<file path="config.mk">
export PLATFORM = sky130hd
export DESIGN_NAME = wb_wport_arbiter
export DESIGN_NICKNAME = d
export VERILOG_FILES = /design/src/rtl/wb_wport_arbiter.sv
export SDC_FILE = /design/constraint.sdc
export NUM_CORES = 1
export LEC_CHECK = 0
export CAP_MARGIN = 20
export CELL_PAD_IN_SITES_DETAIL_PLACEMENT = 2
export CELL_PAD_IN_SITES_GLOBAL_PLACEMENT = 2
export CORE_MARGIN = 1
export CORE_UTILIZATION = 38
export DETAILED_ROUTE_END_ITERATION = 10
export PLACE_DENSITY_LB_ADDON = 0.1
export SETUP_SLACK_MARGIN = 0.05
export SLEW_MARGIN = 10
export SYNTH_ARGS = -nofsm -noshare
export SYNTH_HDL_FRONTEND = slang
export SYNTH_SLANG_ARGS = --single-unit
</file>
<file path="constraint.sdc">
create_clock -name cpu_clk_50M -period 5.7 [get_ports cpu_clk_50M]
set_clock_uncertainty 0.15 [all_clocks]
set_input_delay 0.855 -clock cpu_clk_50M [delete_from_list [all_inputs] [get_ports cpu_clk_50M]]
set_output_delay 0.855 -clock cpu_clk_50M [all_outputs]
set_load 0.1 [all_outputs]
</file>
<file path="src/rtl/wb_wport_arbiter.sv">
// Arbitrates the register-file write port between the pipeline writeback stage and a multi-cycle unit.
// Optional feature: define WPORT_BYPASS_EN to let an MCU result write straight through on an idle port.
module wb_wport_arbiter #(
   parameter int unsigned DEPTH      = 4,
   parameter int unsigned STARVE_MAX = 8
) (
   input  logic        cpu_clk_50M,
   input  logic        cpu_rst,
   input  logic        wb_wreg_i,
   input  logic [4:0]  wb_wa_i,
   input  logic [31:0] wb_wd_i,
   input  logic        mcu_valid_i,
   input  logic [4:0]  mcu_wa_i,
   input  logic [31:0] mcu_wd_i,
   output logic        mcu_ready_o,
   input  logic [4:0]  qry_addr_i,
   output logic        qry_hit_o,
   output logic        stall_o,
   output logic        rf_we_o,
   output logic [4:0]  rf_wa_o,
   output logic [31:0] rf_wd_o
);

   localparam int unsigned PTR_W = $clog2(DEPTH);
   localparam int unsigned CNT_W = PTR_W + 1;
   localparam int unsigned STV_W = 8;

   typedef struct packed {
      logic [4:0]  wa;
      logic [31:0] wd;
   } entry_t;

   entry_t             mem_q [DEPTH];
   logic [DEPTH-1:0]   vld_q, vld_d;
   logic [PTR_W-1:0]   rd_ptr_q, rd_ptr_d;
   logic [PTR_W-1:0]   wr_ptr_q, wr_ptr_d;
   logic [CNT_W-1:0]   cnt_q, cnt_d;
   logic [STV_W-1:0]   starve_q, starve_d;

   logic   pipe_busy;
   logic   fifo_empty;
   logic   accept;
   logic   bypass;
   logic   push;
   logic   pop;
   entry_t head;

   assign head = mem_q[rd_ptr_q];

   // Handshake, starvation stall and write-port grant
   always_comb begin
      pipe_busy   = wb_wreg_i && (wb_wa_i != 5'd0);
      fifo_empty  = (cnt_q == '0);
      mcu_ready_o = !cpu_rst && (cnt_q < CNT_W'(DEPTH));
      accept      = mcu_valid_i && mcu_ready_o;
      stall_o     = !cpu_rst && (starve_q == STV_W'(STARVE_MAX));
      bypass      = 1'b0;
`ifdef WPORT_BYPASS_EN
      bypass      = accept && (mcu_wa_i != 5'd0) && fifo_empty && !pipe_busy && !stall_o;
`else
      bypass      = 1'b0;
`endif
      push        = accept && (mcu_wa_i != 5'd0) && !bypass;
      pop         = 1'b0;
      rf_we_o     = 1'b0;
      rf_wa_o     = 5'd0;
      rf_wd_o     = 32'd0;
      if (!cpu_rst) begin
         if (stall_o) begin
            rf_we_o = 1'b1;
            rf_wa_o = head.wa;
            rf_wd_o = head.wd;
            pop     = 1'b1;
         end else if (pipe_busy) begin
            rf_we_o = 1'b1;
            rf_wa_o = wb_wa_i;
            rf_wd_o = wb_wd_i;
         end else if (!fifo_empty) begin
            rf_we_o = 1'b1;
            rf_wa_o = head.wa;
            rf_wd_o = head.wd;
            pop     = 1'b1;
         end else if (bypass) begin
            rf_we_o = 1'b1;
            rf_wa_o = mcu_wa_i;
            rf_wd_o = mcu_wd_i;
         end
      end
   end

   // Pending-write lookup for the ID interlock; only already-queued entries count
   always_comb begin
      qry_hit_o = 1'b0;
      for (int i = 0; i < int'(DEPTH); i++) begin
         if (vld_q[i] && (mem_q[i].wa == qry_addr_i)) begin
            qry_hit_o = 1'b1;
         end
      end
      if (cpu_rst || (qry_addr_i == 5'd0)) begin
         qry_hit_o = 1'b0;
      end
   end

   always_comb begin
      rd_ptr_d = rd_ptr_q + PTR_W'(pop);
      wr_ptr_d = wr_ptr_q + PTR_W'(push);
      cnt_d    = cnt_q + CNT_W'(push) - CNT_W'(pop);
      vld_d    = vld_q;
      if (pop) begin
         vld_d[rd_ptr_q] = 1'b0;
      end
      if (push) begin
         vld_d[wr_ptr_q] = 1'b1;
      end
      starve_d = starve_q;
      if (pop || fifo_empty) begin
         starve_d = '0;
      end else if (pipe_busy && (starve_q != STV_W'(STARVE_MAX))) begin
         starve_d = starve_q + STV_W'(1);
      end
   end

   always_ff @(posedge cpu_clk_50M) begin
      if (cpu_rst) begin
         vld_q    <= '0;
         rd_ptr_q <= '0;
         wr_ptr_q <= '0;
         cnt_q    <= '0;
         starve_q <= '0;
      end else begin
         vld_q    <= vld_d;
         rd_ptr_q <= rd_ptr_d;
         wr_ptr_q <= wr_ptr_d;
         cnt_q    <= cnt_d;
         starve_q <= starve_d;
      end
   end

   // Payload storage needs no reset: validity is tracked in vld_q
   always_ff @(posedge cpu_clk_50M) begin
      if (push) begin
         mem_q[wr_ptr_q] <= '{wa: mcu_wa_i, wd: mcu_wd_i};
      end
   end

endmodule

</file>
## Word level (Yosys, flattened, before mapping)

Memory sizes are Yosys's and may differ from the RTL's. A register that Yosys moved wholly into a read port is not among the register bits.
Index checks and enable logic that the tools add are counted.

- Bits in registers: 19
- Bits in writable memories: 148
- Bits of input ports: 83
- Output and inout port bits: 41
- Word-level logic and storage cells: 74
- Memories kept: 1

- Add/subtract/negate cells: 5
- Magnitude comparators: 5
- Eq/ne operators: 6
- Muxes and demuxes: 29
- Bitwise gates (word level): 3
- Reductions and logical operators: 20

Memory list:

| memory | words | width | read ports | clocked after Yosys merged registers in | write ports | line | source |
|---|---|---|---|---|---|---|---|
| mem_q | 4 | 37 | 5 | 1 | 1 | 33 | `entry_t mem_q [DEPTH];` |

Operators with widths:

| operator | count |
|---|---|
| 2-to-1 mux 32 bit | 4 |
| equality test 5 bit | 4 |
| 2-to-1 mux 5 bit | 4 |
| 2-to-1 mux 1 bit | 16 |
| logical AND 1 bit | 12 |
| nonzero test 5 bit | 2 |
| adder 8 x 1 -> 8 bit, second input constant | 1 |
| equality test 8 x 4 -> 1 bit, second input constant | 1 |
| 2-to-1 mux 4 bit | 2 |
| inequality test 8 x 4 -> 1 bit, second input constant | 1 |
| < comparator 2 x 3 -> 1 bit, second input constant | 2 |
| zero test 5 bit | 1 |
| adder 2 x 1 -> 2 bit | 2 |
| AND 4 bit | 1 |
| demux 1 bit (select 2 bit) | 2 |
| >= comparator 2 x 1 -> 1 bit, second input constant | 2 |
| NOT 4 bit | 1 |
| bitwise OR 4 bit | 1 |
| adder 3 x 1 -> 3 bit | 1 |
| zero test 3 bit | 1 |
| < comparator 3 bit, second input constant | 1 |
| subtractor 3 x 1 -> 3 bit | 1 |
| logical OR 1 bit | 2 |
| 2-to-1 mux 2 bit | 1 |
| other kinds (2) | 2 |

## Logic depth before layout (Yosys ltp)

- Depth in word-level cells: 9
- Depth in mapped cells: 12
- Depth with buffers taken out: 12

## Worst setup path after synthesis

No wires, ideal clock.

- Path kind: input to register
- From: input port cpu_rst
- To: memory mem_q[2][0] (netlist name) (enable)
- Setup time: 0.490 ns
- Data arrival time: 5.397 ns
- Required time: 5.060 ns
- Slack: -0.337 ns
- Cell stages on the path: 3
- Path through: nor2_1 -> o211ai_1 -> nor3b_1

- Word-level cells in the longest chain between the ends: 6

Ends and longest elaborated chain:

| what | line | source |
|---|---|---|
| start, declared | 8 | `input logic cpu_rst,` |
| zero test 1 bit | -- |  |
| logical AND 1 bit | 54 | `mcu_ready_o = !cpu_rst && (cnt_q < CNT_W'(DEPTH));` |
| logical AND 1 bit | 55 | `accept = mcu_valid_i && mcu_ready_o;` |
| logical AND 1 bit | 63 | `push = accept && (mcu_wa_i != 5'd0) && !bypass;` |
| 2-to-1 mux 1 bit | 141 | `if (push) begin` |
| 2-to-1 mux 1 bit (not written as such) | 142 | `mem_q[wr_ptr_q] <= '{wa: mcu_wa_i, wd: mcu_wd_i};` |
| end, declared | 33 |  |

No other way between the ends.

## Worst setup path after layout

- From: input port wb_wa_i[0]
- To: output port rf_wa_o[3]

- Word-level cells in the longest chain between the ends: 5

Ends and longest elaborated chain:

| what | line | source |
|---|---|---|
| start, declared | 10 | `input logic [4:0] wb_wa_i,` |
| nonzero test 5 bit | 52 | `pipe_busy = wb_wreg_i && (wb_wa_i != 5'd0);` |
| logical AND 1 bit | 52 |  |
| 2-to-1 mux 5 bit | 74 | `end else if (pipe_busy) begin` |
| 2-to-1 mux 5 bit | 69 | `if (stall_o) begin` |
| 2-to-1 mux 5 bit | 68 | `if (!cpu_rst) begin` |
| end, declared | 20 | `output logic [4:0] rf_wa_o,` |

No other way between the ends.

==> results by group <==
Drt
  – Initial DRC count: 224
  – # DRC: 0
  – DR WL met3: 721 um
  – WL final: 17.9 mm
  – Wire length per cell: 23.8 um
  – Drt pass-1 iters: 4
  – Top Layer Used: met4
  – Metal1 wirelength: 7.11 mm
  – Detail Route Antenna Nets: 0
  – Met2 wire length: 9.98 mm
  – Drt via density: 5.35
  – Vias after detailed routing: 4031

Die
  – I/O pins: 124
  – Chip Width: 137 um
  – Total die area: 18800 um2
  – Core footprint: 17900 um2
  – Die Height: 137 um
  – FP Rows: 49
  – Initial Util: 38.7%

CTS
  – CTS max path bufs: 2
  – TritonCTS clock tree: done
  – Clock Root Buffer: clkbuf_16
  – Post-CTS sizing: 0
  – Worst-skew pair later-pin latency: 430 ps
  – Max H-tree Level: 4
  – # hold bufs at CTS: 0
  – Cts bufs inserted: 17
  – Num Clock Sinks: 167
  – Post CTS Setup Buffer Count: 0
  – Clock slew at reported path FFs: 70 ps

Logic synthesis
  – Post-synthesis net count: 475
  – Seq/Total Area, Yosys: 69.7%
  – Register bit total from synthesis: 167
  – Asr flop ratio synth: 0%
  – Synthesized area per cell: 17.9 um2
  – Most frequently used flop master after synthesis: edfxtp_1
  – Synthesized cell area: 6930 um2
  – Synth cell types: 45
  – Post-synth EDFFs: 148
  – Syn. warnings: 0
  – Mapped Cells: 387

Finish
  – Design area: 9360 um2
  – Most common cell after layout, fill and taps aside: edfxtp_1
  – Fin util: 52.3%
  – Area Overhead vs Synth: 35.1%
  – Most frequent cells in the layout: edfxtp_1, clkdlybuf4s50_1, mux4_2, buf_12, a22o_1
  – Non-Filler Instances: 754
  – FILL cells: 1576
  – Reg area: 4830 um2
  – Layout Nets: 600
  – Area of the multi-input gates: 1980 um2
  – # diodes: 0
  – Ratio of cells with drive above 1 in the final layout: 24.4%

Setup path
  – WP data arrival: 3510 ps
  – Worst path depth: 8
  – Buf/Inv on CP: 3
  – Req. time, crit path: 4700 ps
  – CP max FO: 23
  – Crit path max-delay cell type: or4_4
  – CP top delay family: simple AND/OR/NAND/NOR gates
  – Worst r2r path cells: 12
  – Crit Path Class: in2out
  – Worst path cell trace: clkdlybuf4s50_1 -> or4_4 -> o21a_4 -> o21ai_1 -> and2b_1 -> buf_12 -> a22o_1 -> buf_12
  – Critical path startpoint category: primary input
  – CP max stage delay: 550 ps
  – Crit end category: output pin
  – R2R Setup Slk: 2930 ps
  – Most frequent CP cell: buf_12

Place
  – Port bufs: 123
  – Placed Cells: 722
  – Placement Setup Slack: 1180 ps
  – Final Wtd Congestion: 0.768
  – Post-DP HPWL: 11.7 mm
  – Placement-stage cell area: 8780 um2

Timing
  – FMAX: 222 MHz
  – Worst Tran Pin Value: 998 ps
  – Hold Vio Cnt, Final: 0
  – Period Utilization, post-route: 79.2%
  – Final Worst Setup Slack: 1190 ps
  – Slew Limit Fails: 0
  – # setup viols final: 0
  – Crit path time final: 4510 ps
  – RSZ-0062 raised after global routing: no
  – Slew headroom: 33.5%
  – TNS Setup: 0 ps

Hold path
  – Hold path cells: 1
  – Tightest Hold Check Type: reg2reg

Power
  – Leakage Power: 3.09 nW
  – VDD IR-drop max: 236 uV
  – Cell area power density: 386 nW/um2

GRT
  – Vias in the first global route: 4485
  – GRT Overall Usage: 20.7%
  – Antenna violations before repair: 1
  – Largest net degree at the start of global routing: 43
  – First-pass GRT wire length: 27.1 mm
  – Gr ovfl total: 0

Flow run
  – MaxCap Viol Count: 0

Status
  – Status: finished clean
## final cells by class
| cell class | count | share of cell area, % |
|---|---|---|
| sequential | 167 | 51.6 |
| multi-input combinational | 187 | 21.2 |
| timing repair buffer | 131 | 17.7 |
| clock buffer | 18 | 4.58 |
| tap | 229 | 3.06 |
| clock inverter | 14 | 1.59 |
| inverter | 8 | 0.321 |
## cell usage after synthesis (2+ instances only)
cell type  number  area (um2)
nand3_1         7        35.0
o21bai_1        3        22.5
dfxtp_1        19         380
mux4_2         37         833
nor2b_1         3        18.8
nor3_1          4        20.0
nor4b_1         2        17.5
xor2_1         20         175
edfxtp_1      148        4440
xnor2_1        10        87.6
o21ai_0         3        15.0
clkbuf_1       18        67.6
a32oi_1         2        17.5
ha_1            4        50.1
a22o_1         33         289
a21oi_1         3        15.0
buf_2           2        10.0
nor2_1         21        78.8
a31oi_1         3        18.8
nor4_1          4        25.0
inv_1           8        30.0
nand2_1         5        18.8
or4_1           2        15.0
o21ai_1         2        10.0
buf_6           4        45.0
## flip-flops by register name (all words and copies together), names as in the netlist
signal / cells
starve_q: 8
rd_ptr_q: 2
vld_q: 4
mem_q: 148
cnt_q: 3
wr_ptr_q: 2
## logic make-up after synthesis
logic type                 after synthesis  synth area share, %
muxes                                   37                 12.0
and+or+nand+nor                         58                 4.43
DFF                                    167                 69.7
AOI/OAI and AO/OA                       57                 6.83
xor gates and xnor gates                30                 3.79
adders and majority gates                5                 1.01
buffers and inverters                   33                 2.26
## per-stage QoR
stage	total power, W	hold slack [ps]
3_5_place_dp	0.00252	324
2_1_floorplan	0.00214	291
6_report	0.00362	333
4_1_cts	0.00366	340
5_1_grt	0.00374	355
3_3_place_gp	0.00250	315
## layer usage
layer / vias up / track usage [%]
li1: 1810 / -
met1: 2125 / 23.9
met2: 87 / 37.5
met3: 9 / 5.63
met4: 0 / 5.49
met5: - / 0
## final timing paths
kind	start	end
setup / recovery	wb_wa_i[0]	rf_wa_o[3]
hold / removal	starve_q[0]$_SDFFE_PP0P_	starve_q[0]$_SDFFE_PP0P_
setup reg to reg	starve_q[0]$_SDFFE_PP0P_	cnt_q[2]$_SDFF_PP0_
hold reg to reg	starve_q[0]$_SDFFE_PP0P_	starve_q[0]$_SDFFE_PP0P_
## worst register-to-register path, cell delays in order (launching register included)
cell and delay, ps:
dfxtp_1 350, inv_1 70, ha_1 140, nor4b_1 240, nand3_1 250, o21ai_1 170
or2b_1 280, o21ai_0 190, ha_1 170, inv_1 50, fa_1 380, xnor2_1 170
nor2_1 50
## power breakdown
group	internal, W	switching, W	leakage (nW)
Clock	0.000589	0.000541	0.283
Combinational	0.000436	0.000595	1.31
Sequential	0.00139	0.0000688	1.50
No activity file was read; power rests on OpenSTA's default activity.
